**config.mk**
```make
export PLATFORM = sky130hd
export DESIGN_NAME = retrans_req_sched
export DESIGN_NICKNAME = d
export VERILOG_FILES = /design/src/rtl/retrans_req_sched.sv
export SDC_FILE = /design/constraint.sdc
export NUM_CORES = 2
export LEC_CHECK = 0
export CAP_MARGIN = 20
export CELL_PAD_IN_SITES_DETAIL_PLACEMENT = 1
export CELL_PAD_IN_SITES_GLOBAL_PLACEMENT = 1
export CORE_UTILIZATION = 47
export DETAILED_ROUTE_END_ITERATION = 8
export DONT_BUFFER_PORTS = 1
export GPL_TIMING_DRIVEN = 0
export PLACE_DENSITY = 0.77
export SYNTH_ARGS = -nofsm -noshare
export SYNTH_HDL_FRONTEND = slang
export SYNTH_SLANG_ARGS = --single-unit
export TNS_END_PERCENT = 30
```
**constraint.sdc**
```tcl
create_clock -name clk -period 12.27 [get_ports clk]
set_clock_uncertainty 0.2 [all_clocks]
set_input_delay 3.681 -clock clk [delete_from_list [all_inputs] [get_ports clk]]
set_output_delay 3.681 -clock clk [all_outputs]
set_load 0.01 [all_outputs]
```
**src/rtl/retrans_req_sched.sv**
```systemverilog
// retrans_req_sched: queues missed MoldUDP64 ranges and issues chunked, retried retransmission requests
// Ports: clk, nreset (sync active-low); miss_* new missed range in; fill_* retransmitted packet seen;
// cfg_timeout_i (0 = wait forever), cfg_retry_i max re-sends; req_* request handshake out;
// full_o FIFO full, drop_o 1-cycle loss pulse, busy_o work pending.
// Optional RETRANS_SCHED_STATS_EN adds saturating stat_req_o/stat_retry_o/stat_drop_o counters.
module retrans_req_sched #(
  parameter int SEQ_NUM_W   = 64,
  parameter int SID_W       = 80,
  parameter int ML_W        = 16,
  parameter int DEPTH       = 4,
  parameter int MAX_REQ_CNT = 64,
  parameter int TO_W        = 16,
  parameter int RETRY_W     = 3
) (
  input  logic                 clk,
  input  logic                 nreset,
  input  logic                 miss_v_i,
  input  logic [SID_W-1:0]     miss_sid_i,
  input  logic [SEQ_NUM_W-1:0] miss_start_i,
  input  logic [SEQ_NUM_W-1:0] miss_cnt_i,
  input  logic                 fill_v_i,
  input  logic [SID_W-1:0]     fill_sid_i,
  input  logic [SEQ_NUM_W-1:0] fill_seq_num_i,
  input  logic [ML_W-1:0]      fill_msg_cnt_i,
  input  logic [TO_W-1:0]      cfg_timeout_i,
  input  logic [RETRY_W-1:0]   cfg_retry_i,
  output logic                 req_v_o,
  input  logic                 req_rdy_i,
  output logic [SID_W-1:0]     req_sid_o,
  output logic [SEQ_NUM_W-1:0] req_seq_num_o,
  output logic [ML_W-1:0]      req_cnt_o,
  output logic                 full_o,
  output logic                 drop_o,
  output logic                 busy_o
`ifdef RETRANS_SCHED_STATS_EN
  ,
  output logic [31:0]          stat_req_o,
  output logic [31:0]          stat_retry_o,
  output logic [31:0]          stat_drop_o
`endif
);
  localparam int AW = $clog2(DEPTH);
  typedef enum logic [1:0] {S_IDLE, S_LOAD, S_REQ, S_WAIT} state_t;
  state_t state, nstate;
  logic [SID_W-1:0] mem_sid [DEPTH];
  logic [SEQ_NUM_W-1:0] mem_start [DEPTH];
  logic [SEQ_NUM_W-1:0] mem_cnt [DEPTH];
  logic [AW:0] wp, rp;
  logic [SID_W-1:0] cur_sid;
  logic [SEQ_NUM_W-1:0] cur_seq, rem_cnt, ovl;
  logic [ML_W-1:0] chunk;
  logic [RETRY_W-1:0] retry_cnt;
  logic [TO_W-1:0] to_cnt;
  logic [SEQ_NUM_W:0] fill_end, cur_end;
  logic empty, pop, miss_ok, push, push_drop, fill_hit, done, part, tmo, retry, abandon, acc;
  always_comb begin
    empty = wp == rp;
    full_o = wp == {~rp[AW], rp[AW-1:0]};
    pop = state == S_IDLE && !empty;
    miss_ok = miss_v_i && |miss_cnt_i;
    push = miss_ok && (!full_o || pop);
    push_drop = miss_ok && full_o && !pop;
    fill_end = {1'b0, fill_seq_num_i} + (SEQ_NUM_W+1)'(fill_msg_cnt_i);
    cur_end = {1'b0, cur_seq} + (SEQ_NUM_W+1)'(chunk);
    fill_hit = state == S_WAIT && fill_v_i && fill_sid_i == cur_sid && fill_seq_num_i <= cur_seq;
    done = fill_hit && fill_end >= cur_end;
    // a fill that covers only the head of the chunk shrinks it in place
    part = fill_hit && !done && fill_end > {1'b0, cur_seq};
    ovl = fill_end[SEQ_NUM_W-1:0] - cur_seq;
    // any useful fill in the expiry cycle takes precedence over the timeout
    tmo = state == S_WAIT && !done && !part && to_cnt == TO_W'(1);
    retry = tmo && retry_cnt < cfg_retry_i;
    abandon = tmo && !retry;
    acc = state == S_REQ && req_rdy_i;
  end
  always_ff @(posedge clk)
    if (!nreset) state <= S_IDLE;
    else state <= nstate;
  always_comb begin
    nstate = state;
    case (state)
      S_IDLE: nstate = pop ? S_LOAD : S_IDLE;
      S_LOAD: nstate = S_REQ;
      S_REQ: nstate = acc ? S_WAIT : S_REQ;
      S_WAIT: nstate = done ? (rem_cnt == SEQ_NUM_W'(chunk) ? S_IDLE : S_LOAD)
                     : retry ? S_REQ : abandon ? S_IDLE : S_WAIT;
      default: nstate = S_IDLE;
    endcase
  end
  always_comb begin
    req_v_o = state == S_REQ;
    req_sid_o = cur_sid;
    req_seq_num_o = cur_seq;
    req_cnt_o = chunk;
    drop_o = push_drop || abandon;
    busy_o = state != S_IDLE || !empty;
  end
  always_ff @(posedge clk)
    if (push) begin
      mem_sid[wp[AW-1:0]] <= miss_sid_i;
      mem_start[wp[AW-1:0]] <= miss_start_i;
      mem_cnt[wp[AW-1:0]] <= miss_cnt_i;
    end
  always_ff @(posedge clk)
    if (!nreset) begin
      wp <= '0;
      rp <= '0;
      cur_sid <= '0;
      cur_seq <= '0;
      rem_cnt <= '0;
      chunk <= '0;
      retry_cnt <= '0;
      to_cnt <= '0;
    end else begin
      if (push) wp <= wp + (AW+1)'(1);
      if (pop) begin
        rp <= rp + (AW+1)'(1);
        cur_sid <= mem_sid[rp[AW-1:0]];
        cur_seq <= mem_start[rp[AW-1:0]];
        rem_cnt <= mem_cnt[rp[AW-1:0]];
      end
      if (state == S_LOAD) begin
        chunk <= rem_cnt < SEQ_NUM_W'(MAX_REQ_CNT) ? rem_cnt[ML_W-1:0] : ML_W'(MAX_REQ_CNT);
        retry_cnt <= '0;
      end
      if (acc) to_cnt <= cfg_timeout_i;
      else if (state == S_WAIT && !part && to_cnt != '0) to_cnt <= to_cnt - TO_W'(1);
      if (done) begin
        cur_seq <= cur_seq + SEQ_NUM_W'(chunk);
        rem_cnt <= rem_cnt - SEQ_NUM_W'(chunk);
      end
      if (part) begin
        cur_seq <= cur_seq + ovl;
        rem_cnt <= rem_cnt - ovl;
        chunk <= chunk - ovl[ML_W-1:0];
      end
      if (retry) retry_cnt <= retry_cnt + RETRY_W'(1);
      if (abandon) rem_cnt <= '0;
    end
`ifdef RETRANS_SCHED_STATS_EN
  always_ff @(posedge clk)
    if (!nreset) begin
      stat_req_o <= '0;
      stat_retry_o <= '0;
      stat_drop_o <= '0;
    end else begin
      stat_req_o <= stat_req_o + {31'd0, acc && ~&stat_req_o};
      stat_retry_o <= stat_retry_o + {31'd0, retry && ~&stat_retry_o};
      stat_drop_o <= stat_drop_o + {31'd0, drop_o && ~&stat_drop_o};
    end
`endif
endmodule

```
# Word-level counts from Yosys, hierarchy flattened
# Memory sizes are Yosys's and may differ from the RTL's. A register that Yosys moved wholly into a read port is not among the register bits.
# Cells that the tools add are included.
# classes
addsub	12
order_cmp	5
n_eq_ne	8
muxes	26
bitwise_logic	2
n_reduce_logical	38
# ops
op	n
64-bit two-way mux	6
64-bit by 16-bit adder with 65-bit output	2
64-bit subtractor	2
80-bit equality test	1
16-bit two-way mux	5
65-bit >= comparator	1
65-bit by 64-bit > comparator with 1-bit output	1
64-bit by 16-bit adder with 64-bit output	1
64-bit adder	1
64-bit by 16-bit equality test with 1-bit output	1
64-bit <= comparator	1
64-bit by 7-bit < comparator with 1-bit output, second input constant	1
64-bit OR reduction	1
64-bit by 16-bit subtractor with 64-bit output	1
1-bit logical AND	19
16-bit by 1-bit equality test with 1-bit output, second input constant	1
16-bit nonzero test	1
16-bit by 1-bit subtractor with 16-bit output, second input constant	1
16-bit subtractor	1
2-bit two-way mux	7
3-bit by 1-bit adder with 3-bit output, second input constant	3
2-bit case mux with 4 select lines	1
2-bit nonzero test	4
1-bit logical NOT	7
other kinds (11)	21
# totals
reg_bits	171
ram_bits	832
out_inout_bits	164
elab_cells	102
memories	3
# mem_list
memory	words	word_bits	rd	rd_clocked_by_memory_dff	write_ports	line	source
mem_sid	4	80	1	1	1	45	logic [SID_W-1:0] mem_sid [DEPTH];
mem_cnt	4	64	1	1	1	47	logic [SEQ_NUM_W-1:0] mem_cnt [DEPTH];
mem_start	4	64	1	1	1	46	logic [SEQ_NUM_W-1:0] mem_start [DEPTH];

# Longest topological paths before layout
# depth
word_depth	18
depth_mapped	41

# Worst setup path before layout
# Ideal clock, no wire load.
# synth_path
path_kind	in2out
start	input fill_seq_num_i[0]
end	output drop_o
arrival_time_ns	8.577
slack_ns	-0.188
stages	25
path_buffers	1
cell_sequence	ha_1 -> inv_1 -> fa_1 -> nor2b_1 -> o21a_1 -> o21ai_0 -> a21oi_1 -> a21oi_1 -> nor2b_1 -> nand3_1 -> clkbuf_1 -> nor3_1 -> nand2_1 -> xnor2_1 -> ha_1 -> a2111oi_0 -> o21ai_1 -> a221oi_1 -> o21ai_0 -> or4_4 -> a21oi_4 -> a211o_2 -> nand2b_1 -> or3_1 -> o22ai_1
# synth_via
elab_chain_cells	13
# synth_lines
element	line	source
start, declared	23	input logic [SEQ_NUM_W-1:0] fill_seq_num_i,
64-bit by 16-bit adder with 65-bit output / 64-bit <= comparator (equally long branches)	63, 65	
65-bit >= comparator / 1-bit logical AND (equally long branches)	66, 65	
1-bit logical AND	66	done = fill_hit && fill_end >= cur_end;
1-bit logical NOT	68, 71	
1-bit logical AND (2 in series)	68	part = fill_hit && !done && fill_end > {1'b0, cur_seq};
1-bit logical NOT	71	tmo = state == S_WAIT && !done && !part && to_cnt == TO_W'(1);
1-bit logical AND * (2 in series)	71	
1-bit logical AND	72	retry = tmo && retry_cnt < cfg_retry_i;
1-bit logical NOT	73	abandon = tmo && !retry;
1-bit logical AND *	73	
1-bit logical OR *	95	drop_o = push_drop || abandon;
end, declared	33	output logic drop_o,
# Every way passes the cells marked *; elsewhere a longest branch is shown, timed or not.

# Final worst setup path
# layout_path
start	input fill_msg_cnt_i[0]
end	output drop_o
# layout_via
elab_chain_cells	13
# layout_lines
element	line	source
start, declared	24	input logic [ML_W-1:0] fill_msg_cnt_i,
64-bit by 16-bit adder with 65-bit output *	63	fill_end = {1'b0, fill_seq_num_i} + (SEQ_NUM_W+1)'(fill_msg_cnt_i);
65-bit >= comparator	66	
1-bit logical AND	66	
1-bit logical NOT	68, 71	
1-bit logical AND (2 in series)	68	
1-bit logical NOT	71	
1-bit logical AND * (2 in series)	71	
1-bit logical AND	72	
1-bit logical NOT	73	
1-bit logical AND *	73	
1-bit logical OR *	95	
# Marked as above.

==> results_dict.tcl <==
set metrics [dict create \
    synthesis.area_mm2 0.0618 \
    drv_cap 0 \
    rows 132 \
    die_area_mm2 0.133 \
    status "finished with violations" \
    port_buffers 0 \
    ir_drop_mv 0.185 \
    clkSlewWorstSetupHoldPaths_ns 0.06 \
    drive_above_1_share 0.119 \
    crit_arrival_ns 8.84 \
    areaGrowthSynthToFinish_pct 12.7 \
    synth_edf_count 832 \
    clockBufferDepth 3 \
    path_class "input pin to output pin" \
    yosys.area.top_type "edfxtp_1" \
    timing.rr.start "req_seq_num_o[0]$_SDFFE_PN0P_" \
    dp_worst_setup_slack_ns -2.28 \
    post-synth-top-area-fraction 0.404 \
    setup_ws_ns -0.450 \
    min_from "to_cnt[8]$_SDFFE_PN0P_" \
    initial_utilization 0.476 \
    rrSetupSlack_ns 2.97 \
    crit_required_ns 8.39 \
    tightest_slew_ns 1.30 \
    synth-main-ff-cell "edfxtp_1" \
    postSynth.asyncResetShare 0 \
    track_usage 0.378 \
    fp.dieH_um 365 \
    dp_hpwl_um 201000 \
    htree_levels 3 \
    finalSetupViolCount 1 \
    synth_most_common_cell "edfxtp_1" \
    ant_nets 0 \
    power_density_mw_per_mm2 292 \
    synthCells 5544 \
    r2r-end "req_seq_num_o[42]$_SDFFE_PN0P_" \
    io_pins 556 \
    die_w_um 365 \
    ys_ff_latch 1085 \
    netlist_top_cells_count "edfxtp_1 (832), a21oi_1 (516), nand2_1 (503), ha_1 (391), nor2_1 (353)" \
    cts_buffers 112 \
    rsz0062_at_grt "yes" \
    yosys_warnings 0 \
    drt-pass1-iter-count 5 \
    hold_violations 0 \
    ys_types 101 \
    overflow 0 \
    nNetsFinal 6509 \
    gp_congestion 0.998 \
    r2r.worst_path.cells 27 \
    cts_tree "yes" \
    end_kind "output pin" \
    synth_nets 6334 \
    drv_slew 0 \
    clkLatencyLatePin_ns 0.77 \
    vias 49200 \
    worst_hold_path.num_cells 2 \
    max_slew_margin 0.129 \
    antenna_found_initial 9 \
    finalCriticalPeriod_ns 12.72 \
    fillers 13700 \
    ctsHoldBuffers 0 \
    drtIter0Drc 4905 \
    grt_pass1_vias 49900 \
    routed_wl_um 257000 \
    via_per_inst 6.51 \
    p_leak_uw 0.0250 \
    clockRootBuffer "clkbuf_16" \
    drc 0 \
    synthTopCellsByArea "edfxtp_1 (40%), dfxtp_1 (8.2%), ha_1 (7.9%), mux4_2 (7.6%), a21oi_1 (4.2%)" \
    worstSetupStartpointType "input pin" \
    post-route-period-util 1.04 \
    grt_pass1_wl_um 357000 \
    finalPower_uw 20300 \
    cts.sinks 1085 \
    wire_per_inst_um 34.0 \
    fmaxAchievable_mhz 78.6 \
    core_area_mm2 0.130 \
    avgSynthCellArea_um2 11.1 \
    grt_start_max_net_pins 59 \
    violations "setup timing" \
    yosysSeqAreaShare 0.486 \
    hold_class "flop to flop" \
    crit_fanout 7 \
    hold_end "to_cnt[8]$_SDFFE_PN0P_" \
]
-- metal layers --
layer	vias to the layer above	GRT usage	wire length, um
li1	21400	-	-
met1	24800	0.463	97600
met2	2463	0.618	120000
met3	530	0.0803	22700
met4	6	0.219	16800
met5	-	0	45
-- flip-flops by register name (all words and copies together), names as in the netlist, named ones only --
signal	count
mem_start	256
retry_cnt	3
req_seq_num_o	64
rp	3
rem_cnt	64
mem_cnt	256
wp	3
req_cnt_o	16
mem_sid	320
state	2
to_cnt	16
req_sid_o	80
-- worst max path at each step --
stage | startpoint | endpoint | cells past startpoint
2_1_floorplan | fill_seq_num_i[0] | drop_o | 25
3_3_place_gp | fill_seq_num_i[0] | drop_o | 24
3_5_place_dp | fill_seq_num_i[0] | drop_o | 24
4_1_cts | fill_msg_cnt_i[0] | drop_o | 26
5_1_grt | fill_msg_cnt_i[0] | drop_o | 26
6_report | fill_msg_cnt_i[0] | drop_o | 25
-- power by group --
group / internal (uW) / switching [uW]
Sequential: 4430 / 828
Combinational: 4100 / 7390
Clock: 2020 / 1550
Total: 10500 / 9770
-- critical path, cell delays in order --
cell and delay, ns:
ha_4 0.14, inv_4 0.04, fa_2 0.36, nor2b_1 0.13, o21a_1 0.20, o21ai_2 0.09, a21oi_2 0.23, a21oi_2 0.11
nor2b_2 0.19, nand3_4 0.16, clkbuf_16 0.21, nor2_4 0.13, xor2_2 0.28, ha_4 0.28, a21o_1 0.23, a311oi_2 0.26
o31a_1 0.19, o21bai_1 0.09, a221oi_2 0.34, nand2_1 0.15, o21ai_2 0.22, nand3_4 0.16, and3_4 0.22, or3_4 0.41
o22ai_4 0.27
-- layout make-up --
class,instances,area (um2),share of cell area
diodes,2,5.00,0.0000719
plain buffers,212,911,0.0131
clock buffers,137,2950,0.0423
clock inverters,74,882,0.0127
inverters,242,911,0.0131
multi-input cells,3994,30800,0.442
flip-flops and latches,1085,30000,0.431
well taps,1742,2180,0.0313
repair buffers,72,997,0.0143
-- layout by cell type, fill, tap and decap left out, drive strengths merged, types with 30 or more instances in the layout --
master	instances
a31oi	50
mux4	208
and2	37
xnor2	257
o21ai	213
inv	251
edfxtp	832
dfxtp	253
buf	154
ha	391
nand3	154
nor2	354
nor3	107
o21a	30
a211oi	116
nor4	72
a21oi	519
xor2	164
clkbuf	267
o211ai	41
and3	63
o21bai	43
nor2b	36
clkinv	39
a21o	145
nand4	97
nand2	503
nand2b	56
-- repair_timing --
| action | 4_1_cts | 5_1_grt |
|---|---|---|
| setup buffers | 24 | 14 |
| pin swaps | 46 | 55 |
| endpoints found under the setup margin | 11 | 11 |
| gates resized for setup | 98 | 56 |
| hold endpoints to repair | 0 | 0 |
| gates cloned | 0 | 0 |
-- through the flow --
step / TNS (ns) / hold slack (ns) / utilization / instances / cell area (um2)
6_report: -0.450 / 0.297 / 0.536 / 7560 / 69600
5_1_grt: -0.600 / 0.322 / 0.536 / 7558 / 69600
4_1_cts: -0.562 / 0.302 / 0.532 / 7548 / 69200
3_5_place_dp: -18.01 / 0.290 / 0.498 / 7318 / 64700
3_3_place_gp: -1459.08 / 0.279 / 0.492 / 7286 / 64000
2_1_floorplan: 0 / 0.252 / - / 5544 / 61800
-- kinds of logic (layout without fill, tap and decap cells) --
family	count (synthesis)	after routing	share of synthesized area
xor+xnor	421	421	0.0597
flops	1085	1085	0.486
fa+ha+maj	398	398	0.0814
other cells	0	2	0
mux	221	221	0.0780
simple gates	1591	1591	0.125
buf+inv	465	737	0.0297
compound gates	1363	1363	0.141
(Power assumes the default switching activity.)
